[config.mk]
export PLATFORM = sky130hd
export DESIGN_NAME = exception_unit
export DESIGN_NICKNAME = d
export VERILOG_FILES = /design/src/rtl/exception_unit.sv
export SDC_FILE = /design/constraint.sdc
export NUM_CORES = 1
export LEC_CHECK = 0
export BUFFER_PORTS_ARGS = -buffer_cell sky130_fd_sc_hd__clkbuf_2
export CORE_MARGIN = 2
export CORE_UTILIZATION = 30
export DETAILED_ROUTE_END_ITERATION = 10
export PLACE_DENSITY = 0.58
export SYNTH_ARGS = -nofsm -noshare
export SYNTH_HDL_FRONTEND = slang
export SYNTH_SLANG_ARGS = --single-unit
export TNS_END_PERCENT = 10
[constraint.sdc]
create_clock -name clk -period 1.98 [get_ports clk]
set_input_delay 0.099 -clock clk [delete_from_list [all_inputs] [get_ports clk]]
set_output_delay 0.099 -clock clk [all_outputs]
set_load 0.02 [all_outputs]
[src/rtl/exception_unit.sv]
// Write-back exception unit: prioritises synchronous exceptions and synchronised interrupts,
// then flushes the pipeline and redirects fetch. Optional Count/Compare timer via TIMER_IRQ_EN.
module exception_unit #(
  parameter int          HW_IRQ_NUM  = 6,
  parameter int          SYNC_STAGES = 2,
  parameter logic [31:0] EXC_VECTOR  = 32'hBFC00380
) (
  input  logic                  clk,
  input  logic                  rst,
  input  logic                  commit_valid,
  input  logic [31:0]           commit_pc,
  input  logic                  commit_is_ds,
  input  logic                  commit_eret,
  input  logic [6:0]            exc_req,
  input  logic [31:0]           mem_badvaddr,
  input  logic [HW_IRQ_NUM-1:0] hw_irq,
  input  logic [1:0]            sw_irq,
  input  logic                  status_ie,
  input  logic                  status_exl,
  input  logic [7:0]            status_im,
  input  logic [31:0]           epc_in,
  input  logic                  stall_w,
  input  logic                  flush_w,
  input  logic                  timer_cmp_we,
  input  logic [31:0]           timer_cmp_wdata,
  output logic [7:0]            cause_ip,
  output logic                  exc_we,
  output logic [4:0]            exc_code,
  output logic [31:0]           exc_epc,
  output logic                  exc_bd,
  output logic                  badvaddr_we,
  output logic [31:0]           badvaddr,
  output logic                  eret_we,
  output logic                  flush_req,
  output logic                  redirect_valid,
  output logic [31:0]           redirect_pc,
  output logic                  timer_irq
);

  typedef enum logic [1:0] {
    ST_IDLE  = 2'd0,
    ST_TRAP  = 2'd1,
    ST_RET   = 2'd2,
    ST_REDIR = 2'd3
  } state_t;

  localparam logic [4:0] CODE_INT  = 5'd0;
  localparam logic [4:0] CODE_ADEL = 5'd4;
  localparam logic [4:0] CODE_ADES = 5'd5;
  localparam logic [4:0] CODE_SYS  = 5'd8;
  localparam logic [4:0] CODE_BP   = 5'd9;
  localparam logic [4:0] CODE_RI   = 5'd10;
  localparam logic [4:0] CODE_OV   = 5'd12;

  state_t        r_state;
  state_t        w_state_next;

  logic [4:0]    r_exc_code;
  logic [31:0]   r_exc_epc;
  logic          r_exc_bd;
  logic          r_badvaddr_we;
  logic [31:0]   r_badvaddr;
  logic [31:0]   r_target;

  logic [HW_IRQ_NUM-1:0] w_hw_sync;
  logic [5:0]    w_ip_hw;
  logic [7:0]    w_cause_ip;
  logic          w_timer_irq;
  logic          w_irq_take;
  logic          w_eval;
  logic [6:0]    w_exc_req;
  logic          w_eret_bad;
  logic [31:0]   w_epc_commit;
  logic          w_trap;
  logic [4:0]    w_code;
  logic [31:0]   w_epc;
  logic          w_bd;
  logic          w_bv_we;
  logic [31:0]   w_bv;
  logic          w_go_trap;
  logic          w_go_ret;

  // Per-line synchroniser; the last stage feeds Cause.IP.
  genvar gi;
  generate
    for (gi = 0; gi < HW_IRQ_NUM; gi++) begin : g_irq_sync
      logic [SYNC_STAGES-1:0] r_chain;
      if (SYNC_STAGES == 1) begin : g_single
        always_ff @(posedge clk) begin
          if (rst) r_chain <= '0;
          else     r_chain <= hw_irq[gi];
        end
      end else begin : g_multi
        always_ff @(posedge clk) begin
          if (rst) r_chain <= '0;
          else     r_chain <= {r_chain[SYNC_STAGES-2:0], hw_irq[gi]};
        end
      end
      assign w_hw_sync[gi] = r_chain[SYNC_STAGES-1];
    end
  endgenerate

  always_comb begin
    w_ip_hw = '0;
    w_ip_hw[HW_IRQ_NUM-1:0] = w_hw_sync;
  end

`ifdef TIMER_IRQ_EN
  logic        r_count_tick;
  logic [31:0] r_count;
  logic [31:0] r_compare;
  logic        r_timer_irq;

  // Count advances on every second clock; a Compare write takes precedence over a match.
  always_ff @(posedge clk) begin
    if (rst) begin
      r_count_tick <= 1'b0;
      r_count      <= '0;
      r_compare    <= '0;
      r_timer_irq  <= 1'b0;
    end else begin
      r_count_tick <= ~r_count_tick;
      if (r_count_tick) r_count <= r_count + 32'd1;
      if (timer_cmp_we) begin
        r_compare   <= timer_cmp_wdata;
        r_timer_irq <= 1'b0;
      end else if (r_count == r_compare) begin
        r_timer_irq <= 1'b1;
      end
    end
  end

  assign w_timer_irq = r_timer_irq;
`else
  logic w_unused_timer;
  assign w_unused_timer = ^{timer_cmp_we, timer_cmp_wdata};
  assign w_timer_irq    = 1'b0;
`endif

  assign w_cause_ip   = {w_ip_hw[5] | w_timer_irq, w_ip_hw[4:0], sw_irq};
  assign w_irq_take   = (|(w_cause_ip & status_im)) & status_ie & ~status_exl;
  assign w_eval       = commit_valid & ~stall_w & ~flush_w & (r_state == ST_IDLE);
  assign w_exc_req    = status_exl ? 7'd0 : exc_req;
  assign w_eret_bad   = commit_eret & (epc_in[1:0] != 2'b00);
  assign w_epc_commit = commit_is_ds ? (commit_pc - 32'd4) : commit_pc;

  // Priority encoder; a misaligned ERET target becomes an AdEL on the ERET itself.
  always_comb begin
    w_trap  = 1'b1;
    w_code  = CODE_INT;
    w_epc   = w_epc_commit;
    w_bd    = commit_is_ds;
    w_bv_we = 1'b0;
    w_bv    = '0;
    if (w_irq_take) begin
      w_code = CODE_INT;
    end else if (w_exc_req[0]) begin
      w_code  = CODE_ADEL;
      w_bv_we = 1'b1;
      w_bv    = commit_pc;
    end else if (w_exc_req[1]) begin
      w_code = CODE_RI;
    end else if (w_exc_req[2]) begin
      w_code = CODE_OV;
    end else if (w_exc_req[3]) begin
      w_code = CODE_SYS;
    end else if (w_exc_req[4]) begin
      w_code = CODE_BP;
    end else if (w_exc_req[5]) begin
      w_code  = CODE_ADEL;
      w_bv_we = 1'b1;
      w_bv    = mem_badvaddr;
    end else if (w_exc_req[6]) begin
      w_code  = CODE_ADES;
      w_bv_we = 1'b1;
      w_bv    = mem_badvaddr;
    end else if (w_eret_bad) begin
      w_code  = CODE_ADEL;
      w_epc   = epc_in;
      w_bd    = 1'b0;
      w_bv_we = 1'b1;
      w_bv    = epc_in;
    end else begin
      w_trap = 1'b0;
    end
  end

  assign w_go_trap = w_eval & w_trap;
  assign w_go_ret  = w_eval & ~w_trap & commit_eret;

  always_ff @(posedge clk) begin
    if (rst) r_state <= ST_IDLE;
    else     r_state <= w_state_next;
  end

  // Cause data is captured on the detection edge and held through TRAP/RET/REDIR.
  always_ff @(posedge clk) begin
    if (rst) begin
      r_exc_code    <= '0;
      r_exc_epc     <= '0;
      r_exc_bd      <= 1'b0;
      r_badvaddr_we <= 1'b0;
      r_badvaddr    <= '0;
      r_target      <= '0;
    end else if (w_go_trap) begin
      r_exc_code    <= w_code;
      r_exc_epc     <= w_epc;
      r_exc_bd      <= w_bd;
      r_badvaddr_we <= w_bv_we;
      r_badvaddr    <= w_bv;
      r_target      <= EXC_VECTOR;
    end else if (w_go_ret) begin
      r_target      <= epc_in;
    end
  end

  always_comb begin
    w_state_next   = r_state;
    exc_we         = 1'b0;
    badvaddr_we    = 1'b0;
    eret_we        = 1'b0;
    flush_req      = 1'b0;
    redirect_valid = 1'b0;
    redirect_pc    = '0;
    case (r_state)
      ST_IDLE: begin
        if (w_go_trap)     w_state_next = ST_TRAP;
        else if (w_go_ret) w_state_next = ST_RET;
      end
      ST_TRAP: begin
        exc_we       = 1'b1;
        badvaddr_we  = r_badvaddr_we;
        flush_req    = 1'b1;
        w_state_next = ST_REDIR;
      end
      ST_RET: begin
        eret_we      = 1'b1;
        flush_req    = 1'b1;
        w_state_next = ST_REDIR;
      end
      ST_REDIR: begin
        redirect_valid = 1'b1;
        redirect_pc    = r_target;
        w_state_next   = ST_IDLE;
      end
      default: w_state_next = ST_IDLE;
    endcase
  end

  assign cause_ip  = w_cause_ip;
  assign exc_code  = r_exc_code;
  assign exc_epc   = r_exc_epc;
  assign exc_bd    = r_exc_bd;
  assign badvaddr  = r_badvaddr;
  assign timer_irq = w_timer_irq;

endmodule
Word-level counts from Yosys, hierarchy flattened --
Cells that the tools add are included.
Word-level totals: register bits after elaboration 117, bits of input ports 161, word-level logic and storage cells 103
Operators by class: add/subtract/negate cells 1, eq/ne operators 4, mux-type cells 64, bitwise operators 14, reductions and logical operators 6
Operator list (count):
- two-way mux 32 bit | 22
- subtractor 32 x 3 -> 32 bit (second input constant) | 1
- two-way mux 1 bit | 29
- two-way mux 4 bit | 6
- bitwise AND 1 bit | 9
- two-way mux 3 bit | 3
- bitwise AND 8 bit | 1
- OR reduction 8 bit | 1
- two-way mux 7 bit | 1
- one-hot mux 2 bit (3 select lines) | 1
- equality test 2 bit (second input constant) | 2
- two-way mux 2 bit | 2
- inverter 1 bit | 4
- nonzero test 2 bit | 2
- OR reduction 2 bit | 2
- inequality test 3 bit (second input constant) | 1
- equality test 2 x 1 -> 1 bit (second input constant) | 1
- logical NOT 2 bit | 1

Depth between registers and ports, before layout --
Gate-level depths: netlist of the first run.
depth in word-level cells 17, gate-level depth with buffers 9, gate-level depth less buffers 7

Worst setup path after synthesis of the first run --
No wires, ideal clock.
path type register to register, start point register r_state[0], end point register r_target[23], library setup time 132 ps, arrival 1901 ps, required time 1848 ps, setup slack -53 ps, cell stages (with the launch flop) 9, path buffers 1, cells stage by stage dfxtp_1 > inv_1 > ha_1 > nor4bb_1 > nand2_1 > or4_1 > clkbuf_1 > nor2_1 > nor3_1
On the way: longest elaborated chain between the ends 5, elaborated cells between the ends (all ways) 7, classes of those cells mux (1); bitwise (4); reduce/logical (2)
Ends and longest elaborated chain:
- from (decl) | line 55 | state_t r_state;
- from (signal assigned) | line 193 | else r_state <= w_state_next;
- logical NOT 2 bit * | line 142 | assign w_eval = commit_valid & ~stall_w & ~flush_w & (r_state == ST_IDLE);
- bitwise AND 1 bit * | line 142
- bitwise AND 1 bit (2 in series) | line 189 | assign w_go_ret = w_eval & ~w_trap & commit_eret;
- nonzero test 2 bit (no line)
- to (signal assigned) | line 213 | r_target <= epc_in;
- to (decl) | line 63 | logic [31:0] r_target;
Every way passes the cells marked *; elsewhere a longest branch is shown, timed or not. A chain may end at the register's enable or synchronous reset.

Final worst setup path of the first run --
start point register g_irq_sync[1].r_chain[1], end point register r_target[0]
On the way: longest elaborated chain between the ends 8, elaborated cells between the ends (all ways) 10, classes of those cells mux (1); bitwise (7); reduce/logical (2)
Ends and longest elaborated chain:
- from (decl) | line 87 | logic [SYNC_STAGES-1:0] r_chain;
- from (signal assigned) | line 96 | else r_chain <= {r_chain[SYNC_STAGES-2:0], hw_irq[gi]};
- bitwise AND 8 bit * | line 141 | assign w_irq_take = (|(w_cause_ip & status_im)) & status_ie & ~status_exl;
- OR reduction 8 bit * | line 141
- bitwise AND 1 bit * (2 in series) | line 141
- two-way mux 1 bit * | line 155 | if (w_irq_take) begin
- inverter 1 bit | line 189
- bitwise AND 1 bit (2 in series) | line 189
Marks and branches as above.

==> results of run 1 <==
-- placed cells by master (no fill, tap or decap), types with 4 or more instances in the layout --
master	synthesis	layout
clkbuf_2	1	241
dfxtp_1	116	114
nand2_1	89	89
buf_4	13	57
o21ai_0	47	47
a22o_1	40	40
nor3_1	40	40
dlygate4sd3_1	0	36
and2_1	33	33
a22oi_1	28	28
nor2_1	30	25
o2bb2ai_1	25	20
clkbuf_16	0	19
nor4_1	19	18
nor2b_1	17	16
a21oi_1	15	13
mux2i_1	13	13
nand3_1	12	11
a21oi_2	10	11
xnor2_1	11	11
o31a_1	9	8
buf_12	0	8
inv_1	7	7
nand4_1	7	7
ha_1	6	6
nor2_2	1	5
o2bb2ai_2	0	5
clkinv_2	0	5
buf_6	1	5
o21a_1	4	4
or3_1	4	4
xor2_1	4	4
-- power by group --
part / leakage [nW] / total [mW] / internal (mW) / switching [mW]
Combinational: 2.71 / 1.53 / 0.668 / 0.865
Clock: 0.268 / 2.87 / 1.79 / 1.07
Sequential: 0.941 / 2.52 / 2.45 / 0.0624
Total: 3.92 / 6.92 / 4.91 / 2.00
-- flip-flops by register name, summed over array words and instances, names as in the netlist --
register	count
g_irq_sync.r_chain	12
r_badvaddr_we	1
exc_epc	32
exc_code	4
badvaddr	32
exc_bd	1
r_target	32
r_state	2
-- final cells by class --
type                       count  share of cell area (%)
multi-input combinational    518                    38.4
sequential                   116                    26.0
timing repair buffer         351                    25.6
clock buffer                  23                    5.34
tap                          265                    3.71
clock inverter                 6                   0.616
inverter                       7                   0.294
-- critical path, cell delays in order (launching register included) --
cell and delay (ns):
dfxtp_2 0.31, a22o_1 0.25, o41a_1 0.47, or4_4 0.54
buf_12 0.18, and3_1 0.17
-- synthesized netlist by cell type (4+ instances only) --
cell       number
o31a_1          9
and3_1          4
o2bb2ai_1      25
xnor2_1        11
a22oi_1        28
buf_1           4
nor2_1         30
a21oi_2        10
xor2_1          4
and2_1         33
o21a_1          4
a22o_1         40
or4_1           4
buf_2          19
buf_4          13
ha_1            6
a32o_1          4
nor3_1         40
or3_1           4
mux2i_1        13
clkbuf_1       31
nor4_1         19
nand2_1        89
dfxtp_1       116
nand4_1         7
a21oi_1        15
inv_1           7
nor2b_1        17
nand3_1        12
o21ai_0        47
-- worst paths after layout --
kind                                             from                             endpoint  depth (start not counted)
setup / recovery  g_irq_sync[1].r_chain[1]$_SDFF_PP0_             r_target[0]$_SDFFE_PP0P_                          5
setup reg to reg  g_irq_sync[1].r_chain[1]$_SDFF_PP0_             r_target[0]$_SDFFE_PP0P_                          5
hold / removal                             epc_in[27]            r_target[27]$_SDFFE_PP0P_                          3
hold reg to reg   g_irq_sync[1].r_chain[0]$_SDFF_PP0_  g_irq_sync[1].r_chain[1]$_SDFF_PP0_                          1
-- kinds of logic (layout without fill, tap and decap cells) --
kind of cell / Yosys count / after routing / share of synthesized area, %
buf+inv: 76 / 387 / 6.11
flops: 116 / 116 / 38.7
fa+ha+maj: 6 / 6 / 1.25
xor+xnor: 15 / 15 / 2.19
mux: 13 / 13 / 2.17
compound gates: 208 / 208 / 26.1
simple gates: 274 / 274 / 23.4
other cells: 1 / 2 / 0.0625
-- what timing repair did --
item,CTS,global route
pin swaps,3,29
setup buffers,1,2
hold buffers,36,0
endpoints found under the hold margin,38,0
gates resized for setup,21,16
cloned,2,2
setup endpoints to repair,90,102
-- per-stage QoR --
stage	setup TNS (ns)	hold slack [ns]
after CTS	-0.161	0.0179
after global routing	-10.11	0.0415
after global placement	-2.98	0.310
final	-1.59	0.0400
after detailed placement	-3.17	0.318
after floorplan	-0.0940	0.227
-- per-layer routing --
layer	vias to the layer above	track usage (%)
met4	0	6.52
met5	-	0
met3	28	4.20
li1	3200	-
met1	3110	29.7
met2	241	36.0
==> impl_metrics.tcl, run 1 <==
set metrics [dict create \
    status "finished with violations" \
    violations "negative setup slack" \
    num_rows 51 \
    grt_overflow 0 \
    wl_per_cell_um 18.7 \
    path_clk_slew_ns 0.05 \
    final_area_um2 8940 \
    grt_first_pass_wirelength_mm 36.5 \
    synth_seq_cells 116 \
    fin_crit_ns 2.05 \
    cts.sinks 116 \
    core-area_um2 19500 \
    yosysSeqAreaShare_pct 38.7 \
    layout_setup_ws_ns -0.0655 \
    start_util_pct 30.7 \
    drtIter0Drc 337 \
    post-route-period-util_pct 103 \
    setup_viol 54 \
    dr_wl_met3_mm 1.41 \
    placed_cell_area_um2 7810 \
    syn_to_final_growth_pct 49.1 \
    synth_top_area_share_pct 38.7 \
    worstSetupPathType "flip-flop to flip-flop" \
    grt_max_degree 46 \
    synth_top_cell_by_area "dfxtp_1" \
    worstSetupStartpointType "flip-flop" \
    multi_input_area_um2 3440 \
    finClkSkew_ns 0.00791 \
    wl_mm 24.1 \
    die_h_um 145 \
    final_cells 1286 \
    synth.distinct_cells 61 \
    synth_area_um2 6000 \
    synth_warnings 0 \
    synth_area_leaders "dfxtp_1 39%, a22o_1 5.8%, nand2_1 5.6%" \
    irDropWorstVdd_mv 0.558 \
    hold_violations 0 \
    die_w_um 145 \
    drcViolationCount 0 \
    htree_num_levels 4 \
    ios 277 \
    numPortBuffers 241 \
    synthArstFlopShare_pct 0 \
    cap_violations 0 \
    regArea_um2 2320 \
    cts_root_buffer "clkbuf_16" \
    max_freq_mhz 489 \
    vias 6579 \
    hpwl_mm 16.8 \
    reg2reg_slack_ns -0.07 \
    fin_util_pct 45.8 \
    clk_latency_ns 0.42 \
    synthFlopType "dfxtp_1" \
    critPathMaxFanout 18 \
    synth_edf_count 0 \
    place_congestion 0.859 \
    top_layer "met4" \
    power.density_nw_per_um2 773 \
    power_mw 6.92 \
    grtUsageTotal_pct 22.0 \
    critPathCaptureType "flip-flop" \
    cts_buffers 17 \
    ant_nets 0 \
    die-area_um2 21100 \
    place_ws_ns -0.0967 \
    leakagePower_nw 3.92 \
    viasPerCell 5.12 \
    clockBufferDepth 2 \
    drive_above_1_share_pct 37.6 \
    n_fill_cell 1946 \
    antenna_found_initial 0 \
    hold_class "primary input to flip-flop" \
    rsz0062_at_grt "yes" \
    slew_violations 0 \
    place_inst 1214 \
    grt_pass1_vias 6400 \
    wirelength_met1_mm 11.0 \
    worstPathArrival_ns 2.35 \
    met2_length_mm 11.2 \
    crit_required_ns 2.28 \
    drt_first_pass_iters 5 \
    fin_nets 1178 \
    synthCells 709 \
    n_antenna_cell 0 \
    cts_tree "yes" \
    avgSynthCellArea_um2 8.46 \
]
Note: power is estimated with default switching activity, not from simulation.
==> run 2, diff against run 1 <==
--- a/config.mk
+++ b/config.mk
@@ -9,7 +9,7 @@
 export CORE_MARGIN = 2
 export CORE_UTILIZATION = 30
 export DETAILED_ROUTE_END_ITERATION = 10
-export PLACE_DENSITY = 0.58
+export PLACE_DENSITY = 0.55
 export SYNTH_ARGS = -nofsm -noshare
 export SYNTH_HDL_FRONTEND = slang
 export SYNTH_SLANG_ARGS = --single-unit
==> constraint.sdc (replaced) <==
create_clock -name clk -period 2.5 [get_ports clk]
set_input_delay 0.125 -clock clk [delete_from_list [all_inputs] [get_ports clk]]
set_output_delay 0.125 -clock clk [all_outputs]
set_load 0.02 [all_outputs]
==> run 2 against run 1 <==
The run now ends clean. Maximum frequency decreased by 13%. Sequential power decreased by 21%. Non-clock buffer count decreased by 46. Worst setup slack improved by 0.22 ns. Combinational power decreased by 31%. Routed wire length decreased by 3.6%. Clock skew increased by 0.00080 ns. Critical endpoint is now exc_epc[0]$_SDFFE_PP0P_. Flip-flop and latch count unchanged. Clock power decreased by 15%.
==> impl_metrics.tcl, run 2 (synthesis results as in run 1) <==
set metrics [dict create \
    crit_buf_inv 3 \
    path_clk_slew_ns 0.06 \
    slew_violations 0 \
    fin_nets 1132 \
    hold_violations 0 \
    worstSetupStartpointType "flip-flop" \
    leakagePower_nw 3.64 \
    holdWs_ns 0.0160 \
    drt_first_pass_iters 5 \
    crit_path_top_delay_cell "dlygate4sd3_1" \
    cts_buffers 17 \
    critPathCaptureType "flip-flop" \
    grt_pass1_vias 6181 \
    grt_overflow 0 \
    crit_required_ns 2.86 \
    drcViolationCount 0 \
    fin_util_pct 43.2 \
    fin_crit_ns 2.34 \
    irDropWorstVdd_mv 0.417 \
    hold_start "epc_in[31]" \
    vias 6438 \
    max_freq_mhz 427 \
    clockBufferDepth 2 \
    cts.sinks 116 \
    die_h_um 145 \
    rsz0062_at_grt "no" \
    startpoint "r_state[0]$_SDFFE_PP0P_" \
    n_fill_cell 2052 \
    worst_pin_slew_ns 0.740 \
    fin_tns_setup_ns 0 \
    setup_viol 0 \
    core-area_um2 19500 \
    n_antenna_cell 0 \
    regArea_um2 2320 \
    wl_mm 23.2 \
    viasPerCell 5.18 \
    place_congestion 0.848 \
    die-area_um2 21100 \
    timing.slew.headroom_pct 50.2 \
    worstPathArrival_ns 2.71 \
    hpwl_mm 16.7 \
    cts_tree "yes" \
    die_w_um 145 \
    cts_root_buffer "clkbuf_16" \
    drive_above_1_share_pct 33.9 \
    grtUsageTotal_pct 21.8 \
    grt_max_degree 36 \
    path_cells "inv_1 > ha_1 > nand4bb_1 > a31oi_4 > buf_12 > o21ai_0 > a31oi_1 > dlygate4sd3_1" \
    start_util_pct 30.7 \
    finClkSkew_ns 0.00871 \
    drtIter0Drc 394 \
    layout_common_cells "241 x clkbuf_2, 116 x dfxtp_1, 89 x nand2_1, 47 x o21ai_0" \
    syn_to_final_growth_pct 40.6 \
    hold_class "primary input to flip-flop" \
    htree_num_levels 4 \
    multi_input_area_um2 3360 \
    status "complete, no violations" \
    power.density_nw_per_um2 650 \
    cap_violations 0 \
    path_delay_family "buffers and inverters" \
    num_rows 51 \
    worstSetupPathType "flip-flop to flip-flop" \
    final_common_cell "clkbuf_2" \
    ios 277 \
    critPathMaxStageDelay_ns 0.55 \
    ant_nets 0 \
    antenna_found_initial 0 \
    post-route-period-util_pct 93.7 \
    grt_first_pass_wirelength_mm 36.0 \
    critPathMaxFanout 22 \
    wl_per_cell_um 18.7 \
    r2r_start "r_state[0]$_SDFFE_PP0P_" \
    clk_latency_ns 0.42 \
    numPortBuffers 241 \
]
run 2: report_power, final:
| part | leakage (nW) | total [mW] | switching [mW] | internal, mW |
|---|---|---|---|---|
| Clock | 0.285 | 2.43 | 0.899 | 1.53 |
| Sequential | 0.941 | 2.00 | 0.0530 | 1.94 |
| Combinational | 2.42 | 1.06 | 0.642 | 0.415 |
run 2: metrics by stage:
| stage | cells | power, mW | setup WS [ns] | area (µm²) |
|---|---|---|---|---|
| 5_1_grt | 1243 | 5.73 | 0.0103 | 8430 |
| 4_1_cts | 1243 | 5.52 | 0.0198 | 8410 |
| 6_report | 1243 | 5.49 | 0.158 | 8430 |
| 3_3_place_gp | 1181 | 3.03 | 0.310 | 7530 |
| 3_5_place_dp | 1181 | 3.04 | 0.266 | 7530 |
| 2_1_floorplan | 710 | 2.63 | 0.467 | 6000 |
run 2: per-layer routing:
layer	global-route usage, %	wire, µm
met1	29.8	10700
met2	33.9	10500
met3	4.83	1590
met4	8.19	443
met5	0	0
run 2: what timing repair did:
item	4_1_cts	5_1_grt
hold endpoints to repair	28	0
gates resized for setup	0	6
endpoints found under the setup margin	0	6
setup buffers	0	0
hold buffers	30	0
run 2: final timing paths:
| path | slack [ns] | cells past startpoint | end |
|---|---|---|---|
| hold reg to reg | 0.43 | 1 | g_irq_sync[3].r_chain[1]$_SDFF_PP0_ |
| setup reg to reg | 0.16 | 8 | exc_epc[0]$_SDFFE_PP0P_ |
| hold / removal | 0.02 | 3 | r_target[31]$_SDFFE_PP0P_ |
| setup / recovery | 0.16 | 8 | exc_epc[0]$_SDFFE_PP0P_ |
run 2: worst register-to-register path, delay by kind of cell, from the launching register on:
kind | cells | cell delay, ns
buf+inv | 3 | 0.90
compound gates | 3 | 0.62
flops | 1 | 0.33
fa+ha+maj | 1 | 0.22
simple gates | 1 | 0.22
run 2: final cells by class:
cell class / count / area share [%]
well taps: 265 / 3.93
repair buffers: 305 / 21.5
clock buffers: 22 / 5.62
flip-flops and latches: 116 / 27.5
inverters: 7 / 0.312
clock inverters: 10 / 1.25
multi-input cells: 518 / 39.9
==> run 3, diff against run 2 <==
--- a/config.mk
+++ b/config.mk
@@ -6,10 +6,12 @@
 export NUM_CORES = 1
 export LEC_CHECK = 0
 export BUFFER_PORTS_ARGS = -buffer_cell sky130_fd_sc_hd__clkbuf_2
+export CELL_PAD_IN_SITES_DETAIL_PLACEMENT = 0
+export CELL_PAD_IN_SITES_GLOBAL_PLACEMENT = 1
 export CORE_MARGIN = 2
 export CORE_UTILIZATION = 30
 export DETAILED_ROUTE_END_ITERATION = 10
-export PLACE_DENSITY = 0.55
+export PLACE_DENSITY = 0.74
 export SYNTH_ARGS = -nofsm -noshare
 export SYNTH_HDL_FRONTEND = slang
 export SYNTH_SLANG_ARGS = --single-unit
==> constraint.sdc (replaced) <==
create_clock -name clk -period 2.3 [get_ports clk]
set_input_delay 0.115 -clock clk [delete_from_list [all_inputs] [get_ports clk]]
set_output_delay 0.115 -clock clk [all_outputs]
set_load 0.02 [all_outputs]
==> run 3 against run 2 <==
Worst setup slack lost 0.032 ns. Sequential share of layout area fell by 0.39 points. Highest routed layer unchanged. Combinational power grew 10%. Clock power increased by 16%. Maximum frequency is 7.7% higher. Routed wire length fell by 0.16%. Final cell count increased by 0.64%. Register-to-register slack worse by 0.03 ns. Utilization increased by 0.62 points. Die area unchanged. Count of clock-buffer cells in the layout did not move. Sequential power is 9% higher.
==> impl_metrics.tcl, run 3 (synthesis results as in run 1) <==
set metrics [dict create \
    hpwl_mm 16.9 \
    final_cells 1251 \
    syn_to_final_growth_pct 42.6 \
    die_h_um 145 \
    max_freq_mhz 460 \
    seq_power_share_pct 35.2 \
    cap_violations 0 \
    p_clk_share_pct 45.8 \
    p_comb_share_pct 19.0 \
    fin_crit_ns 2.17 \
    layout_common_cells "241 x clkbuf_2, 116 x dfxtp_1, 89 x nand2_1, 47 x o21ai_0" \
    rsz0062_at_grt "yes" \
    hold_violations 0 \
    final_common_cell "clkbuf_2" \
    place_ws_ns 0.0594 \
    drive_above_1_share_pct 34.3 \
    holdWs_ns 0.0130 \
    clockBufferDepth 2 \
    path_clk_slew_ns 0.06 \
    grtUsageTotal_pct 21.3 \
    ios 277 \
    drcViolationCount 0 \
    fin_tns_setup_ns 0 \
    num_rows 51 \
    status "complete, no violations" \
    power_mw 6.16 \
    place_congestion 0.789 \
    die_w_um 145 \
    internal_power_mw 4.44 \
    wl_mm 23.2 \
    critPathCaptureType "flip-flop" \
    antenna_found_initial 0 \
    grt_max_degree 35 \
    worstPathArrival_ns 2.46 \
    setup_viol 0 \
    viasPerCell 5.14 \
    hold_class "primary input to flip-flop" \
    power.density_nw_per_um2 720 \
    p_sw_mw 1.72 \
    grt_first_pass_wirelength_mm 35.1 \
    n_antenna_cell 0 \
    clk_latency_ns 0.42 \
    worst_pin_slew_ns 0.596 \
    layout_setup_ws_ns 0.127 \
    cts.sinks 116 \
    numPortBuffers 241 \
    cts_tree "yes" \
    slew_violations 0 \
    drtIter0Drc 432 \
    die-area_um2 21100 \
    worstSetupStartpointType "flip-flop" \
    post-route-period-util_pct 94.5 \
    start_util_pct 30.7 \
    cts_buffers 17 \
    vias 6430 \
    switching_share_pct 28.0 \
    cts_root_buffer "clkbuf_16" \
    htree_num_levels 4 \
    irDropWorstVdd_mv 0.506 \
    fin_nets 1141 \
    timing.slew.headroom_pct 59.9 \
    grt_overflow 0 \
    grt_pass1_vias 6122 \
    wl_per_cell_um 18.5 \
    drt_first_pass_iters 5 \
    critPathMaxFanout 30 \
    core-area_um2 19500 \
    leakagePower_nw 3.70 \
    place_inst 1186 \
    worstSetupPathType "flip-flop to flip-flop" \
    crit_required_ns 2.59 \
    finClkSkew_ns 0.00771 \
    ant_nets 0 \
]
==> run 3: cell types whose count changed in the layout (fill, tap and decap cells not counted), moves of 2 or more <==
cell,change
clkinv_2,-4
bufinv_16,+2
buf_4,+5
buf_6,+2
dlygate4sd3_1,+2
==> run 3: worst paths after layout <==
path / cells after the start / endpoint / slack, ns / startpoint
max: 6 / r_target[23]$_SDFFE_PP0P_ / 0.13 / g_irq_sync[1].r_chain[1]$_SDFF_PP0_
min reg2reg: 1 / g_irq_sync[4].r_chain[1]$_SDFF_PP0_ / 0.44 / g_irq_sync[4].r_chain[0]$_SDFF_PP0_
min: 3 / r_target[8]$_SDFFE_PP0P_ / 0.01 / epc_in[8]
max reg2reg: 6 / r_target[23]$_SDFFE_PP0P_ / 0.13 / g_irq_sync[1].r_chain[1]$_SDFF_PP0_
==> run 3: through the flow <==
stage | util [%] | instance area (µm²)
6_report | 43.8 | 8550
5_1_grt | 43.8 | 8550
4_1_cts | 43.6 | 8500
3_5_place_dp | 38.8 | 7570
3_3_place_gp | 38.8 | 7570
2_1_floorplan | - | 6000
==> run 3: power by group through the flow <==
stage	clock network (mW)	registers, mW	logic (mW)
global placement	0	2.21	1.10
floorplan	0	2.26	0.598
finish	2.82	2.17	1.17
detailed placement	0	2.21	1.11
CTS	2.86	2.17	1.15
global route	2.96	2.18	1.27
==> run 3: timing repair <==
| item | 4_1_cts | 5_1_grt |
|---|---|---|
| hold buffers | 32 | 0 |
| buffers inserted | 0 | 1 |
| setup endpoints to repair | 0 | 44 |
| resized for setup | 0 | 9 |
| hold endpoints to repair | 31 | 0 |
==> run 3: layout make-up <==
cell class | instances | area (µm²)
Timing Repair Buffer | 314 | 1880
Tap cell | 265 | 332
Sequential cell | 116 | 2320
Inverter | 7 | 26.3
Multi-Input combinational cell | 518 | 3380
Clock inverter | 9 | 153
Clock buffer | 22 | 464
Fill cell | 2025 | 11000
==> run 3: per-layer routing <==
metal,global-route usage (%),up-vias,part of all wire (%)
li1,-,3112,-
met1,29.1,3093,48
met2,34.3,209,46
met3,4.70,16,5.5
met4,5.64,0,0.95
met5,0,-,0
==> run 3: critical path, stage by stage, from the launching register on <==
cell and delay, ns:
dfxtp_1 0.31, a22o_1 0.25, o41a_1 0.54, or4_1 0.53, buf_6 0.21, nor2_1 0.12
nor3_1 0.06
